`src/rtl/led_pattern_gen.sv`:
```
// LED pattern generator: steps an N-bit LED pattern once per prescaled tick
// in one of four run-time-selectable modes, and exports step/wrap pulses so
// other display logic can follow the sequence.
module led_pattern_gen #(
    parameter int WIDTH = 8,
    parameter int DIV   = 50_000_000
) (
    input  logic             clk,
    input  logic             reset,
    input  logic             en,
    input  logic [1:0]       mode,
    output logic [WIDTH-1:0] out,
    output logic             step,
    output logic             wrap
);

    localparam int                CW       = (DIV > 1) ? $clog2(DIV) : 1;
    localparam logic [CW-1:0]     CNT_MAX  = CW'(DIV - 1);
    localparam logic [WIDTH-1:0]  MSB_ONLY = {1'b1, {(WIDTH-1){1'b0}}};

    typedef enum logic [1:0] {
        FILL_L    = 2'd0,
        FILL_R    = 2'd1,
        RUN_DOT   = 2'd2,
        PING_PONG = 2'd3
    } mode_t;

    typedef enum logic {
        DIR_RIGHT = 1'b0,
        DIR_LEFT  = 1'b1
    } dir_t;

    mode_t            mode_in;
    mode_t            mode_q;
    mode_t            mode_n;
    dir_t             dir;
    dir_t             dir_n;
    logic [CW-1:0]    cnt;
    logic [CW-1:0]    cnt_n;
    logic [WIDTH-1:0] out_n;
    logic [WIDTH-1:0] init_pat;
    logic             step_n;
    logic             wrap_n;
    logic             tick;
    logic             one_hot;

    assign mode_in = mode_t'(mode);
    assign tick    = en && (cnt == CNT_MAX);
    assign one_hot = (out != '0) && ((out & (out - WIDTH'(1))) == '0);

    // Starting pattern for the currently requested mode.
    always_comb begin
        init_pat = '0;
        if (mode_in == RUN_DOT || mode_in == PING_PONG) begin
            init_pat = MSB_ONLY;
        end
    end

    // Next-state logic: mode change beats a coincident tick; otherwise the
    // prescaler advances while enabled and the pattern steps on its tick.
    always_comb begin
        out_n  = out;
        mode_n = mode_q;
        cnt_n  = cnt;
        dir_n  = dir;
        step_n = 1'b0;
        wrap_n = 1'b0;
        if (mode_in != mode_q) begin
            out_n  = init_pat;
            mode_n = mode_in;
            cnt_n  = '0;
            dir_n  = DIR_RIGHT;
        end else if (en) begin
            cnt_n = tick ? '0 : cnt + CW'(1);
            if (tick) begin
                step_n = 1'b1;
                case (mode_q)
                    FILL_L: begin
                        if (&out) begin
                            out_n  = '0;
                            wrap_n = 1'b1;
                        end else begin
                            out_n = {1'b1, out[WIDTH-1:1]};
                        end
                    end
                    FILL_R: begin
                        if (&out) begin
                            out_n  = '0;
                            wrap_n = 1'b1;
                        end else begin
                            out_n = {out[WIDTH-2:0], 1'b1};
                        end
                    end
                    RUN_DOT: begin
                        if (!one_hot) begin
                            out_n  = MSB_ONLY;
                            wrap_n = 1'b1;
                        end else begin
                            out_n  = {out[0], out[WIDTH-1:1]};
                            wrap_n = out[0];
                        end
                    end
                    PING_PONG: begin
                        if (!one_hot) begin
                            out_n  = MSB_ONLY;
                            dir_n  = DIR_RIGHT;
                            wrap_n = 1'b1;
                        end else if (dir == DIR_RIGHT && !out[0]) begin
                            out_n = out >> 1;
                            if (out[1]) begin
                                dir_n = DIR_LEFT;
                            end
                        end else if (dir == DIR_LEFT && !out[WIDTH-1]) begin
                            out_n = out << 1;
                            if (out[WIDTH-2]) begin
                                dir_n  = DIR_RIGHT;
                                wrap_n = 1'b1;
                            end
                        end else if (dir == DIR_RIGHT) begin
                            // Dot already sits on the edge it is heading to: bounce.
                            out_n = out << 1;
                            dir_n = DIR_LEFT;
                        end else begin
                            out_n = out >> 1;
                            dir_n = DIR_RIGHT;
                        end
                    end
                endcase
            end
        end
    end

    // State register with synchronous reset to the requested mode's start.
    always_ff @(posedge clk) begin
        if (reset) begin
            out    <= init_pat;
            mode_q <= mode_in;
            cnt    <= '0;
            dir    <= DIR_RIGHT;
            step   <= 1'b0;
            wrap   <= 1'b0;
        end else begin
            out    <= out_n;
            mode_q <= mode_n;
            cnt    <= cnt_n;
            dir    <= dir_n;
            step   <= step_n;
            wrap   <= wrap_n;
        end
    end

endmodule

```
`config.mk`:
```
export PLATFORM = sky130hd
export DESIGN_NAME = led_pattern_gen
export DESIGN_NICKNAME = d
export VERILOG_FILES = /design/src/rtl/led_pattern_gen.sv
export SDC_FILE = /design/constraint.sdc
export NUM_CORES = 1
export LEC_CHECK = 0
export ABC_AREA = 1
export BUFFER_PORTS_ARGS = -buffer_cell sky130_fd_sc_hd__clkbuf_2
export CAP_MARGIN = 10
export CORE_ASPECT_RATIO = 0.75
export CORE_MARGIN = 8
export CORE_UTILIZATION = 50
export CTS_CLUSTER_SIZE = 12
export DETAILED_ROUTE_END_ITERATION = 8
export PLACE_DENSITY = 0.7
export SLEW_MARGIN = 10
export SYNTH_ARGS = -nofsm -noshare
export SYNTH_HDL_FRONTEND = slang
export SYNTH_SLANG_ARGS = --single-unit
```
`constraint.sdc`:
```
create_clock -name clk -period 1.8 [get_ports clk]
set_input_delay 0.36 -clock clk [delete_from_list [all_inputs] [get_ports clk]]
set_output_delay 0.36 -clock clk [all_outputs]
set_load 0.01 [all_outputs]
```
==> flow_summary.yaml <==
cells_and_area:
  antenna_cells: 0
  num-nets-final: 418
  drive_gt1_frac: 0.230
  layout-area-overhead-vs-synth_pct: 22.5
  fill_cells: 418
floorplanning:
  design.core.area_um2: 4520
  die_y_um: 75.8
  die_w_um: 95.8
  die-area_um2: 7260
  core.rowCount: 21
  start_util: 0.528
  ioPinCount: 15
timing:
  worst_pin_slew_ps: 345
  fin_setup_tns_ps: 0
  slew_headroom: 0.768
  rsz0062_at_grt: "true"
  hold_slack_ps: 279
  period_share: 0.948
  setup_viol: 0
  clock.fmax_mhz: 586
  hold_viol: 0
  maxSlewViolCount: 0
  min_period_ps: 1710
  skew_ps: 4.01
yosys:
  synthesis.nets: 365
  synth_seq_cells: 39
  ys.warnings.count: 0
  yosysMostFrequentCell: "nand2_1"
  ys_seq_area_frac: 0.369
  yosys.area.top_type: "dfxtp_1"
  synth_common_cells: "nand2_1 (98), nor2_1 (60), inv_1 (50), dfxtp_1 (29), nand3_1 (16)"
  syn-cell-area_um2: 2390
  synth-async-reset-ratio: 0
  synth_edf_count: 10
  syn_inst: 359
  synth_top_area_share: 0.243
  yosysUniqueCellTypes: 37
  syn_area_per_cell_um2: 6.65
  yosys-top-cells-area: "dfxtp_1 (24%), nand2_1 (15%), edfxtp_1 (13%)"
  synthFlopType: "dfxtp_1"
setup_path:
  arrival_ps: 1890
  setup.worst_path.end_class: "register"
  cp.required_ps: 1980
  critPathKind: "register to register"
  crit_fanout: 3
  setup.worst_path.start_class: "register"
grt:
  grt_overflow_total: 0
  grt_pass1_wl_um: 10200
  antenna_found_initial: 0
  track_usage: 0.181
  grt_max_degree: 15
  grt_pass1_vias: 2101
clock_tree:
  cts_root_buffer: "clkbuf_8"
  htree_levels: 2
  clkSlewWorstSetupHoldPaths_ps: 70
  clk_latency_ps: 290
  clkSinkCount: 39
  cts_tree: "done"
  cts_buffers: 5
  clk_path_buf_depth: 2
power_and_ir_drop:
  power_leakage_nw: 1.25
  peakVddDrop_mv: 0.502
  powerDensity_nw_per_um2: 702
run:
  cap_viol_max_count: 0
routing:
  viasPerCell: 5.25
  totalWireLength_um: 6180
  drc_errors: 0
  drt_iter0_drc: 332
  first_pass_iters: 5
  ant_nets: 0
  drt-wirelength-per-cell_um: 13.1
  vias: 2467
placement:
  port_buffers: 14
  dp_hpwl_um: 4800
  place_congestion: 0.925
min_path:
  min_path_type: "primary input to register"
status:
  outcome: "finished clean"
through the flow:
stage	instances	util	setup WS (ps)	cell area (um^2)	power, mW
global placement	450	0.591	62.1	2670	1.33
global route	470	0.647	-14.5	2930	2.17
floorplan	359	-	67.8	2390	1.20
detailed placement	450	0.591	-27.8	2670	1.33
CTS	458	0.615	19.2	2780	1.98
finish	470	0.647	92.7	2930	2.05
power by group:
group          leakage, nW  total (mW)  switching (mW)  internal (mW)
Combinational        0.850       0.453           0.266          0.187
Clock               0.0515       0.644           0.295          0.350
Sequential           0.346       0.956          0.0295          0.926
cell families (layout without fill, tap and decap cells):
logic type	count (synthesis)	after routing	share of synthesized area
xor gates and xnor gates	5	5	0.0183
adders and majority gates	1	1	0.00524
and+or+nand+nor	210	210	0.384
buffers and inverters	60	114	0.108
DFF	39	39	0.369
AOI/OAI and AO/OA	44	44	0.116
per-layer routing:
layer  global-route usage  part of all wire
met4               0.0407            0.0074
met5                    0                 0
met1                0.286              0.54
met2                0.233              0.37
met3               0.0384             0.085
final timing paths:
| check | start | endpoint | slack [ps] | depth (start not counted) |
|---|---|---|---|---|
| max | cnt[0] | cnt[16] | 90 | 10 |
| min | mode[0] | mode_q[0] | 280 | 1 |
| max reg2reg | cnt[0] | cnt[16] | 90 | 10 |
| min reg2reg | cnt[7] | cnt[8] | 510 | 2 |
area by class of cell:
type                    count  area (um^2)  share of cell area
multi-input cells         260         1300               0.445
flip-flops and latches     39          881               0.301
repair buffers             51          362               0.124
inverters                  55          210              0.0719
clock buffers               8          100              0.0342
well taps                  57         71.3              0.0244
layout by cell type, fill, tap and decap left out, types with 5 or more instances in the layout:
cell type  netlist  final
clkbuf_8         0      7
nand2_2          0      5
edfxtp_1        10     10
nor2_1          60     54
clkbuf_2         0     14
nor3_1          13     13
buf_4            0     34
dfxtp_1         29     29
nand2_1         98     93
o21ai_2          5      5
a21oi_1         13     12
nand4_1          8      8
inv_2            3      5
inv_1           50     48
o21ai_0          8      6
nand3_1         16     16
nor2_2           5     10
critical path, stage by stage, from the launching register on:
cell and delay, ps:
dfxtp_1 360, ha_1 190, nand2_1 100, nor2_2 150
nand2_2 100, nor2_2 140, nand2_1 110, nor2_2 120
nand2_1 80, o21ai_1 160, a21oi_1 80
flip-flops by register name (all words and copies together) (netlist names):
signal / flops
step: 1
out: 8
dir: 1
wrap: 1
cnt: 26
mode_q: 2
timing repair:
| item | in CTS | in global routing |
|---|---|---|
| setup endpoints to repair | 4 | 24 |
| hold buffers | 0 | 0 |
| pin swaps | 0 | 5 |
| gates cloned | 0 | 1 |
| setup buffers | 0 | 11 |
| gates resized for setup | 2 | 18 |
No activity file was read; power rests on OpenSTA's default activity.
